### src/rtl/video_window_fetch_if.sv
// Frame-buffer read port between video_window_fetch and the frame-buffer memory.
//   mem_addr : read address (driven by the fetch stage)
//   mem_rd   : read strobe (driven by the fetch stage)
//   mem_data : 24-bit RGB read data (driven by the memory)
//
// Handshake: mem_rd=1 marks the cycle in which mem_addr is a valid read
// request. There is no ready signal because the memory accepts a request on
// every cycle. The memory returns mem_data exactly MEM_LAT cycles after the
// request cycle, whether or not mem_rd was high. The fetch stage only uses
// the returned data for cycles that were real requests.
interface video_window_fetch_if #(
  parameter int AW = 19
);
  logic [AW-1:0] mem_addr;
  logic          mem_rd;
  logic [23:0]   mem_data;

  modport master (output mem_addr, output mem_rd, input mem_data);
  modport slave  (input mem_addr, input mem_rd, output mem_data);
endinterface

### src/rtl/video_window_fetch.sv
// video_window_fetch: pixel-fetch stage upstream of the colour filter.
// It decides whether each raster position lies inside the display window.
// For in-window pixels it reads RGB from the frame buffer. Syncs and blank
// are delayed by the same latency as the pixel data.
//
// Ports:
//   clk, reset        pixel clock; synchronous active-high reset
//   hcount, vcount    raster position
//   hsync_in, vsync_in, blank_in
//                     active-low syncs; blank_in is high during blanking
//   option_req        requested filter option
//   mem               frame-buffer read port (master side)
//   rgb, in_frame     pixel and window flag, L = MEM_LAT+2 cycles after input
//   option            filter option, latched once per frame
//   hsync_out, vsync_out, blank_out
//                     syncs and blank delayed by L cycles
//   frame_count       frame counter, wraps at 256
module video_window_fetch #(
  parameter int X0      = 64,
  parameter int Y0      = 48,
  parameter int W       = 640,
  parameter int H       = 480,
  parameter int MEM_LAT = 2,
  parameter int AW      = 19
) (
  input  logic                 clk,
  input  logic                 reset,
  input  logic [10:0]          hcount,
  input  logic [9:0]           vcount,
  input  logic                 hsync_in,
  input  logic                 vsync_in,
  input  logic                 blank_in,
  input  logic [1:0]           option_req,
  video_window_fetch_if.master mem,
  output logic [23:0]          rgb,
  output logic                 in_frame,
  output logic [1:0]           option,
  output logic                 hsync_out,
  output logic                 vsync_out,
  output logic                 blank_out,
  output logic [7:0]           frame_count
);

  localparam int L = MEM_LAT + 2;

  // Window bounds as 12-bit constants. The extra bit keeps X0+W and Y0+H
  // from overflowing the raster counter widths.
  localparam logic [11:0]   H_LO   = 12'(X0);
  localparam logic [11:0]   H_HI   = 12'(X0 + W);
  localparam logic [11:0]   V_LO   = 12'(Y0);
  localparam logic [11:0]   V_HI   = 12'(Y0 + H);
  localparam logic [AW-1:0] A_LAST = AW'(W * H - 1);

  logic [11:0]   h_ext;
  logic [11:0]   v_ext;
  logic          win;
  logic          fs;
  logic          vsync_q;
  logic [AW-1:0] acnt;

  // Bit 0 is stage 1 and bit L-1 is stage L, which drives the outputs.
  logic [L-1:0]  win_pipe;
  logic [L-1:0]  hs_pipe;
  logic [L-1:0]  vs_pipe;
  logic [L-1:0]  bl_pipe;

  assign h_ext = {1'b0, hcount};
  assign v_ext = {2'b00, vcount};
  assign win   = (h_ext >= H_LO) && (h_ext < H_HI) &&
                 (v_ext >= V_LO) && (v_ext < V_HI);

  // Frame start is the first cycle with vsync low.
  assign fs = vsync_q && !vsync_in;

  always_ff @(posedge clk) begin
    if (reset) begin
      vsync_q      <= 1'b1;
      acnt         <= '0;
      mem.mem_addr <= '0;
      mem.mem_rd   <= 1'b0;
      win_pipe     <= '0;
      hs_pipe      <= '1;
      vs_pipe      <= '1;
      bl_pipe      <= '1;
      rgb          <= 24'h000000;
      option       <= 2'b00;
      frame_count  <= 8'd0;
    end else begin
      vsync_q <= vsync_in;

      // Pixels arrive in raster order, so a running count gives y*W+x
      // without a multiplier. The frame-start clear wins over an increment.
      if (fs) begin
        acnt <= '0;
      end else if (win) begin
        acnt <= (acnt == A_LAST) ? '0 : acnt + AW'(1);
      end

      mem.mem_rd <= win;
      if (win) begin
        mem.mem_addr <= acnt;
      end

      win_pipe <= {win_pipe[L-2:0], win};
      hs_pipe  <= {hs_pipe[L-2:0], hsync_in};
      vs_pipe  <= {vs_pipe[L-2:0], vsync_in};
      bl_pipe  <= {bl_pipe[L-2:0], blank_in};

      // Read data for the stage-(L-1) pixel is on mem_data this cycle.
      rgb <= win_pipe[L-2] ? mem.mem_data : 24'h000000;

      // Latching only at frame start means the filter never sees a
      // mid-frame option change.
      if (fs) begin
        option      <= option_req;
        frame_count <= frame_count + 8'd1;
      end
    end
  end

  assign in_frame  = win_pipe[L-1];
  assign hsync_out = hs_pipe[L-1];
  assign vsync_out = vs_pipe[L-1];
  assign blank_out = bl_pipe[L-1];

endmodule

### src/flat_wrapper.sv
// flat-port wrapper written by rule: the top's interface ports become plain ports
module video_window_fetch_flat 
#(
  parameter int X0      = 64,
  parameter int Y0      = 48,
  parameter int W       = 640,
  parameter int H       = 480,
  parameter int MEM_LAT = 2,
  parameter int AW      = 19
)
  (clk, reset, hcount, vcount, hsync_in, vsync_in, blank_in, option_req, rgb, in_frame, option, hsync_out, vsync_out, blank_out, frame_count, mem_mem_addr, mem_mem_rd, mem_mem_data);
  video_window_fetch_if #(.AW(AW)) mem_i ();
  input  logic clk;
  input  logic reset;
  input  logic [10:0] hcount;
  input  logic [9:0] vcount;
  input  logic hsync_in;
  input  logic vsync_in;
  input  logic blank_in;
  input  logic [1:0] option_req;
  output logic [23:0] rgb;
  output logic in_frame;
  output logic [1:0] option;
  output logic hsync_out;
  output logic vsync_out;
  output logic blank_out;
  output logic [7:0] frame_count;
  output wire logic [$bits(mem_i.mem_addr)-1:0] mem_mem_addr;
  output wire logic [$bits(mem_i.mem_rd)-1:0] mem_mem_rd;
  input wire logic [$bits(mem_i.mem_data)-1:0] mem_mem_data;
  assign mem_mem_addr = mem_i.mem_addr;
  assign mem_mem_rd = mem_i.mem_rd;
  assign mem_i.mem_data = mem_mem_data;
  video_window_fetch #(.X0(X0), .Y0(Y0), .W(W), .H(H), .MEM_LAT(MEM_LAT), .AW(AW)) u_core (.clk(clk), .reset(reset), .hcount(hcount), .vcount(vcount), .hsync_in(hsync_in), .vsync_in(vsync_in), .blank_in(blank_in), .option_req(option_req), .mem(mem_i), .rgb(rgb), .in_frame(in_frame), .option(option), .hsync_out(hsync_out), .vsync_out(vsync_out), .blank_out(blank_out), .frame_count(frame_count));
endmodule
### config.mk
export PLATFORM = sky130hd
export DESIGN_NAME = video_window_fetch_flat
export DESIGN_NICKNAME = d
export VERILOG_FILES = /design/src/rtl/video_window_fetch_if.sv /design/src/rtl/video_window_fetch.sv /design/src/flat_wrapper.sv
export SDC_FILE = /design/constraint.sdc
export NUM_CORES = 1
export LEC_CHECK = 0
export ABC_AREA = 1
export BUFFER_PORTS_ARGS = -buffer_cell sky130_fd_sc_hd__buf_4
export CORE_AREA = 2 2 98 76
export CTS_BUF_LIST = sky130_fd_sc_hd__clkbuf_8
export DETAILED_ROUTE_END_ITERATION = 10
export DIE_AREA = 0 0 100 78
export PLACE_DENSITY = 0.8
export SYNTH_ARGS = -nofsm -noshare
export SYNTH_HDL_FRONTEND = slang
export SYNTH_SLANG_ARGS = --single-unit
export TNS_END_PERCENT = 20
### constraint.sdc
create_clock -name clk -period 1.9 [get_ports clk]
set_input_delay 0 -clock clk [delete_from_list [all_inputs] [get_ports clk]]
set_output_delay 0 -clock clk [all_outputs]
set_load 0.02 [all_outputs]
==> results.toml, run 1 <==
[outcome]
status = "finished, final reports clean"

[yosys]
synth_cells = 457
synth_seq_cells = 88
seq_area_frac_synth_pct = 50.14
synth_cell_type_count = 29
syn_avg_cell_area_um2 = 7.688
yosysWarnings = 0
synth-async-reset-ratio_pct = 0
synthFlopType = "dfxtp_1"
synth_area_um2 = 3513
syn-num-nets = 511
synth_edf_count = 0

[clocking]
cts_resized = 0
clk_latency_ns = 0.35
clk_pin_slew_ns = 0.09
cts_tree = "built"
cts_hold_buf = 29
cts_buffer_depth = 2
cts_made_buffers = 9
postCtsSetupRepairBufs = 0
h-tree-depth = 3
clock-root-buffer = "clkbuf_8"
cts_sinks = 88

[placement]
post-place-ws_ns = 0.2292
place.gp.congestion = 0.9510
dp_hpwl_mm = 5.881
io_buffers = 99

[power_and_ir_drop]
p_leak_nw = 2.142
ir_drop_mv = 0.6768
powerDensity_nw_per_um2 = 732.2

[sta]
finalCritPeriodShare_pct = 91.90
drv_slew = 0
tightestPinTransition_ns = 0.4731
grt_setup_unrepaired = "false"
fmax_mhz = 572.7
hold_violations = 0
setup_ws_ns = 0.1540
tns_ns = 0
skew_ns = 0.004585
relSlewSlack_pct = 68.46
period_needed_ns = 1.746
setup_viol_count_final = 0

[route]
drc = 0
wire_per_inst_um = 13.49
drt-total-wl_mm = 9.122
vias = 3356
detail-route-antenna-nets = 0
drtPass1Iterations = 5
avgViaCountPerCell = 4.964
drt_iter0_markers = 279

[floorplan]
io_pins = 110
start_util_pct = 51.92
coreArea_um2 = 6766
rows = 26
dieWidth_um = 100
die-height_um = 78
dieArea_um2 = 7800

[run]
max-cap-violations = 0

[layout]
diodes = 0
nets = 641
layout_commonest_cell = "buf_4"
drive_above_1_share_pct = 25.68
layout_common_cells = "buf_4, nand2_1, dfxtp_1, nor2_1, inv_1"
area_growth_pct = 36.86

[global_route]
grt_first_pass_wirelength_mm = 15.15
grt_overflow = 0
grt_pass1_vias = 3183
grt_usage_pct = 24.49
antenna_found_initial = 0
grt_max_degree = 39

[worst_setup_path]
worst-setup-path-type = "flip-flop to flip-flop"
cp_data_required_time_ns = 2.14
cp_top_family = "simple AND/OR/NAND/NOR gates"
path_cells = "ha_1 > nand2_2 > nor2_4 > nand2_2 > nor2_4 > nand2_2 > o21ai_4 > nor2_1"
cp_slowest_cell = "dfxtp_1"
path_buf_inv = 0
path_common_cell = "nand2_2"
cp-start-kind = "flip-flop"
worstPathMaxFanout = 7
endpoint_kind = "flip-flop"
critical-path-max-stage-delay_ns = 0.40
arrival_ns = 1.99

[hold_path]
hp-class = "primary input to flip-flop"
## flip-flops by register name, summed over array words and instances, names as in the netlist
name and cells:
u_core.acnt 19, u_core.vs_pipe 4, u_core.mem.mem_addr 19, u_core.win_pipe 4
u_core.frame_count 8, u_core.rgb 24, u_core.bl_pipe 4, u_core.option 2
u_core.hs_pipe 4
## area by class of cell
| type | count | area, µm² |
|---|---|---|
| Clock buffer | 10 | 137.6 |
| Clock inverter | 6 | 75.07 |
| Fill cell | 501 | 1958 |
| Inverter | 62 | 232.7 |
| Multi-Input combinational cell | 294 | 1433 |
| Sequential cell | 88 | 1762 |
| Tap cell | 84 | 105.1 |
| Timing Repair Buffer | 132 | 1064 |
## metal layers
layer	global-route usage, %	wire, µm	vias to the layer above
li1	-	-	1685
met1	29.52	3761	1538
met2	41.89	4567	116
met3	7.658	633	17
met4	7.397	161	0
met5	0	0	-
## power breakdown
part	switching, W	internal (W)	total, W
clock network	0.000688	0.000664	0.00135
logic	0.000150	0.000144	0.000294
registers	0.0000111	0.00186	0.00187
## synthesized netlist by cell type, types with 6 or more instances
cell | n | area, µm²
o21bai_1 | 6 | 45.04
or2_2 | 14 | 87.58
buf_2 | 6 | 30.03
o21ai_0 | 9 | 45.04
dfxtp_1 | 88 | 1762
inv_1 | 59 | 221.5
nor2_1 | 66 | 247.7
a21oi_1 | 36 | 180.2
nand3_1 | 27 | 135.1
nand2_1 | 100 | 375.4
nand4_1 | 9 | 56.30
## through the flow
stage          cell area (µm²)  power, W  util (%)  instances  hold WS [ns]
2_1_floorplan             3513  0.002047         -        457        0.1038
6_report                  4808  0.003521     71.06        676       0.03292
4_1_cts                   4808  0.003547     71.06        676       0.02309
5_1_grt                   4808  0.003662     71.06        676       0.04793
3_3_place_gp              4305  0.002146     63.63        631        0.1866
3_5_place_dp              4305  0.002154     63.63        631        0.1884
## worst register-to-register path, stage by stage (launching register included)
cell     delay [ns]
dfxtp_1        0.40
ha_1           0.25
nand2_2        0.11
nor2_4         0.20
nand2_2        0.09
nor2_4         0.11
nand2_2        0.12
o21ai_4        0.27
nor2_1         0.08
## kinds of logic after synthesis
kind of cell | Yosys count | share of synthesized area (%)
AO/OA/AOI/OAI | 54 | 8.832
XOR/XNOR | 2 | 0.4987
flip-flops | 88 | 50.14
buffers and inverters | 75 | 9.081
adder cells (fa/ha/maj) | 2 | 0.7121
AND/OR/NAND/NOR | 236 | 30.73
## worst paths after layout
kind                            end  slack [ns]               from  cells past startpoint
setup / recovery    u_core.acnt[13]        0.15     u_core.acnt[0]                      8
hold reg to reg   u_core.bl_pipe[3]        0.41  u_core.bl_pipe[2]                      1
hold / removal      u_core.acnt[12]        0.03         hcount[10]                      6
setup reg to reg    u_core.acnt[13]        0.15     u_core.acnt[0]                      8
Power figures use the tool's default switching activity.
==> run 2, diff against run 1 <==
--- a/config.mk
+++ b/config.mk
@@ -7,11 +7,13 @@
 export LEC_CHECK = 0
 export ABC_AREA = 1
 export BUFFER_PORTS_ARGS = -buffer_cell sky130_fd_sc_hd__buf_4
-export CORE_AREA = 2 2 98 76
+export CELL_PAD_IN_SITES_DETAIL_PLACEMENT = 1
+export CELL_PAD_IN_SITES_GLOBAL_PLACEMENT = 1
+export CORE_AREA = 2 2 116 90
 export CTS_BUF_LIST = sky130_fd_sc_hd__clkbuf_8
 export DETAILED_ROUTE_END_ITERATION = 10
-export DIE_AREA = 0 0 100 78
-export PLACE_DENSITY = 0.8
+export DIE_AREA = 0 0 118 92
+export PLACE_DENSITY_LB_ADDON = 0.1
 export SYNTH_ARGS = -nofsm -noshare
 export SYNTH_HDL_FRONTEND = slang
 export SYNTH_SLANG_ARGS = --single-unit
==> run 2 against run 1 <==
Compared with the run above:
- clock power shrank 7%
- first-iteration DRC count decreased by 63%
- global-route usage is 5.2 points lower
- via count down 2.4%
- routed wire length is 7.1% higher
- clock skew up 0.0021 ns
- core utilization fell by 22 points
- register-to-register slack better by 0.07 ns
- worst setup slack improved by 0.067 ns
- flip-flop and latch count is the same
- critical endpoint is now u_core.acnt[1]
- critical path type unchanged
==> results.toml, run 2 (synthesis results as in run 1) <==
[outcome]
status = "finished, final reports clean"

[clocking]
cts_made_buffers = 9
cts_buffer_depth = 2
clk_pin_slew_ns = 0.09
cts_resized = 0
cts_tree = "built"
clk_latency_ns = 0.36
cts_sinks = 88
h-tree-depth = 3
clock-root-buffer = "clkbuf_8"

[layout]
largest-register = "u_core.rgb"
drive_above_1_share_pct = 25.84
diodes = 0
multi_input_area_um2 = 1433
reg.largest.list = "u_core.rgb: 24 flops, u_core.acnt: 19 flops, u_core.mem.mem_addr: 19 flops"
nets = 645
fillCellCount = 1238
layout_common_cells = "buf_4, nand2_1, dfxtp_1, nor2_1, inv_1"
area_growth_pct = 39.24
largest_register_ffs = 24
stdcell_count = 732
layout_commonest_cell = "buf_4"
register_area_um2 = 1762

[power_and_ir_drop]
p_sw_w = 0.0008156
ir_drop_mv = 0.4308
sw_frac_of_total_pct = 23.82
p_clk_share_pct = 36.6
comb_power_share_pct = 8.6
internal_power_w = 0.002609
p_leak_nw = 2.170
p_total_w = 0.003424
powerDensity_nw_per_um2 = 699.9
seq_power_share_pct = 54.7

[global_route]
grt_overflow = 0
grt_max_degree = 39
grt_usage_pct = 19.24
grt_pass1_vias = 3460
grt_first_pass_wirelength_mm = 16.73
antenna_found_initial = 0

[sta]
drv_slew = 0
tightestPinTransition_ns = 0.4914
setup_viol_count_final = 0
tns_ns = 0
hold_violations = 0
skew_ns = 0.006686
finalCritPeriodShare_pct = 88.36
period_needed_ns = 1.679
setup_ws_ns = 0.2212
relSlewSlack_pct = 67.24
grt_setup_unrepaired = "false"
fmax_mhz = 595.7
holdWs_ns = 0.04013

[route]
avgViaCountPerCell = 4.473
wire_per_inst_um = 13.35
drt_iter0_markers = 103
drtPass1Iterations = 4
drc = 0
drt-total-wl_mm = 9.773
detail-route-antenna-nets = 0
vias = 3274

[worst_setup_path]
worst-setup-path-type = "flip-flop to flip-flop"
arrival_ns = 1.94
cp-start-kind = "flip-flop"
endpoint_kind = "flip-flop"
reg2reg_depth = 10
worstPathMaxFanout = 4
cp_data_required_time_ns = 2.16

[placement]
place.gp.congestion = 0.8032
dp_hpwl_mm = 6.697
dp_cells = 687
post-place-ws_ns = 0.2360
io_buffers = 99

[floorplan]
start_util_pct = 35.53
rows = 32
coreArea_um2 = 9889
die-height_um = 92
dieWidth_um = 118
io_pins = 110
dieArea_um2 = 10860

[hold_path]
hp-class = "primary input to flip-flop"
holdPathStages = 6

[run]
max-cap-violations = 0
run 2: layout make-up:
class	count	share of cell area [%]
clock buffers	9	2.532
repair buffers	136	22.61
flip-flops and latches	88	36.01
well taps	136	3.478
inverters	62	4.757
clock inverters	7	1.330
multi-input cells	294	29.28
run 2: worst paths after layout:
kind,from,to,slack [ns]
max,u_core.acnt[0],u_core.acnt[1],0.22
min,hcount[10],u_core.acnt[3],0.04
max reg2reg,u_core.acnt[0],u_core.acnt[1],0.22
min reg2reg,u_core.win_pipe[1],u_core.win_pipe[2],0.41
run 2: what timing repair did:
action,CTS,global route
endpoints found under the hold margin,30,0
hold buffers,29,0
setup buffers,0,0
run 2: layer usage:
layer  part of all wire [%]  vias up  track usage, %  routed length (µm)
li1                       -     1690               -                   -
met1                     46     1505           24.18                4518
met2                     48       68           32.66                4691
met3                    4.1       11           4.664                 404
met4                    1.6        0           6.124                 159
met5                      0        -               0                   0
run 2: power by group through the flow:
stage               registers (W)  clock network [W]  logic (W)
finish                    0.00187            0.00125   0.000295
floorplan                 0.00193                  0   0.000117
global placement          0.00192                  0   0.000239
CTS                       0.00188            0.00132   0.000295
global route              0.00188            0.00138   0.000326
detailed placement        0.00192                  0   0.000245
run 2: through the flow:
stage               instance area, µm²  util (%)
floorplan                         3513         -
CTS                               4892     49.47
global placement                  4413     44.62
global route                      4892     49.47
finish                            4892     49.47
detailed placement                4413     44.62
run 2: critical path, stage by stage, from the launching register on:
cell	delay, ns
dfxtp_1	0.39
ha_1	0.25
nand2_2	0.11
nor2_1	0.18
nand2_1	0.15
inv_1	0.12
nand3_1	0.13
nand2_1	0.08
o21ai_0	0.07
nand2_1	0.06
inv_1	0.04
==> run 3, diff against run 2 <==
--- a/config.mk
+++ b/config.mk
@@ -9,10 +9,10 @@
 export BUFFER_PORTS_ARGS = -buffer_cell sky130_fd_sc_hd__buf_4
 export CELL_PAD_IN_SITES_DETAIL_PLACEMENT = 1
 export CELL_PAD_IN_SITES_GLOBAL_PLACEMENT = 1
-export CORE_AREA = 2 2 116 90
-export CTS_BUF_LIST = sky130_fd_sc_hd__clkbuf_8
+export CORE_AREA = 2 2 118 91
+export CTS_BUF_LIST = sky130_fd_sc_hd__clkbuf_16
 export DETAILED_ROUTE_END_ITERATION = 10
-export DIE_AREA = 0 0 118 92
+export DIE_AREA = 0 0 120 93
 export PLACE_DENSITY_LB_ADDON = 0.1
 export SYNTH_ARGS = -nofsm -noshare
 export SYNTH_HDL_FRONTEND = slang
==> constraint.sdc (replaced) <==
create_clock -name clk -period 1.7 [get_ports clk]
set_input_delay 0 -clock clk [delete_from_list [all_inputs] [get_ports clk]]
set_output_delay 0 -clock clk [all_outputs]
set_load 0.02 [all_outputs]
==> run 3 against run 2 <==
Compared with the run above:
- global-route usage shrank 0.50 points
- flip-flop and latch count unchanged
- register-to-register slack got worse by 0.09 ns
- largest cell class unchanged
- critical endpoint is now u_core.acnt[17]
- maximum frequency rose by 7.3%
- critical path type unchanged
==> results.toml, run 3 (synthesis results as in run 1) <==
[sta]
setup_viol_count_final = 0
hold_violations = 0
period_needed_ns = 1.565
finalCritPeriodShare_pct = 92.06
tightestPinTransition_ns = 0.5001
relSlewSlack_pct = 66.41
fmax_mhz = 639.0
tns_ns = 0
skew_ns = 0.004528
drv_slew = 0

[global_route]
grt_first_pass_wirelength_mm = 16.51
antenna_found_initial = 0
grt_max_degree = 39
grt_pass1_vias = 3372
grt_overflow = 0
grt_usage_pct = 18.74

[floorplan]
dieWidth_um = 120
coreArea_um2 = 10050
io_pins = 110
die-height_um = 93
dieArea_um2 = 11160
rows = 32
start_util_pct = 34.96

[route]
detail-route-antenna-nets = 0
drtPass1Iterations = 4
drt-total-wl_mm = 10.12
avgViaCountPerCell = 4.568
drc = 0
drt_iter0_markers = 115
vias = 3362
wire_per_inst_um = 13.75

[layout]
drive_above_1_share_pct = 27.17
largest_register_ffs = 24
layout_commonest_cell = "buf_4"
reg.largest.list = "u_core.rgb: 24 flops, u_core.acnt: 19 flops, u_core.mem.mem_addr: 19 flops"
diodes = 0
postLayoutCoreUtil_pct = 50.20
area_growth_pct = 43.59
layout_common_cells = "buf_4, nand2_1, dfxtp_1, nor2_1, inv_1"
fillCellCount = 1228
nets = 649
largest-register = "u_core.rgb"

[placement]
dp_hpwl_mm = 6.832
io_buffers = 99
place.gp.congestion = 0.8306

[clocking]
cts_buffer_depth = 2
clk_latency_ns = 0.34
cts_tree = "built"
cts_sinks = 88
clock-root-buffer = "clkbuf_16"
clk_pin_slew_ns = 0.06
h-tree-depth = 3
cts_made_buffers = 9

[worst_setup_path]
cp-start-kind = "flip-flop"
worst-setup-path-type = "flip-flop to flip-flop"
worstPathMaxFanout = 6
arrival_ns = 1.79
cp_data_required_time_ns = 1.93
endpoint_kind = "flip-flop"

[hold_path]
hp-class = "primary input to flip-flop"

[power_and_ir_drop]
p_leak_nw = 2.225
ir_drop_mv = 0.5767
powerDensity_nw_per_um2 = 864.7

[run]
max-cap-violations = 0

[outcome]
status = "finished, final reports clean"
run 3: changes by cell type in the layout (fill, tap and decap cells not counted), sizes merged:
| cell | before | now |
|---|---|---|
| buf | 107 | 111 |
| inv | 63 | 62 |
| clkinvlp | 0 | 1 |
run 3: report_power, final:
group	total (W)	switching (W)	internal [W]
clock	0.00193	0.000802	0.00113
sequential	0.00210	0.0000128	0.00209
combinational	0.000336	0.000168	0.000168
run 3: worst paths after layout:
| path | startpoint | to | slack [ns] | cells after the start |
|---|---|---|---|---|
| worst max-delay path | u_core.acnt[2] | u_core.acnt[17] | 0.13 | 7 |
| worst min-delay path | reset | u_core.win_pipe[1] | 0.07 | 2 |
| worst max register to register | u_core.acnt[2] | u_core.acnt[17] | 0.13 | 7 |
| worst min register to register | u_core.win_pipe[1] | u_core.win_pipe[2] | 0.40 | 2 |
run 3: metal layers:
layer	up-vias	routed length (µm)	GRT usage, %
met4	0	157	6.863
met2	78	4919	31.63
met5	-	0	0
met1	1575	4579	23.41
li1	1696	-	-
met3	13	464	4.390
run 3: timing repair:
item | CTS | global route
endpoints found under the setup margin | 0 | 11
endpoints found under the hold margin | 29 | 0
setup buffers | 0 | 0
hold buffers | 29 | 0
gates resized for setup | 0 | 6
run 3: area by class of cell:
cell class                 instances  area, µm²  area share (%)
clock buffer                       9      225.2           4.464
clock inverter                     7      63.81           1.265
inverter                          62      232.7           4.613
multi-input combinational        294       1453           28.79
sequential                        88       1764           34.97
tap                              136      170.2           3.373
timing repair buffer             140       1136           22.52
run 3: through the flow:
stage	area, µm²	setup slack [ns]	power, W	hold WS (ns)	instances
2_1_floorplan	3513	0.2535	0.002288	0.1038	457
3_3_place_gp	4443	0.1512	0.002415	0.1887	691
3_5_place_dp	4443	0.05994	0.002422	0.1881	691
4_1_cts	5022	0.03655	0.004433	0.05428	736
5_1_grt	5045	-0.01390	0.004558	0.07835	736
6_report	5045	0.1350	0.004362	0.06839	736
run 3: worst max-delay path, stage by stage, from the launching register on:
cell     delay [ns]
dfxtp_1        0.45
nand3_1        0.22
nor2_2         0.31
nand4_1        0.19
inv_1          0.10
nand3_1        0.08
nand2_1        0.07
nor2_1         0.03
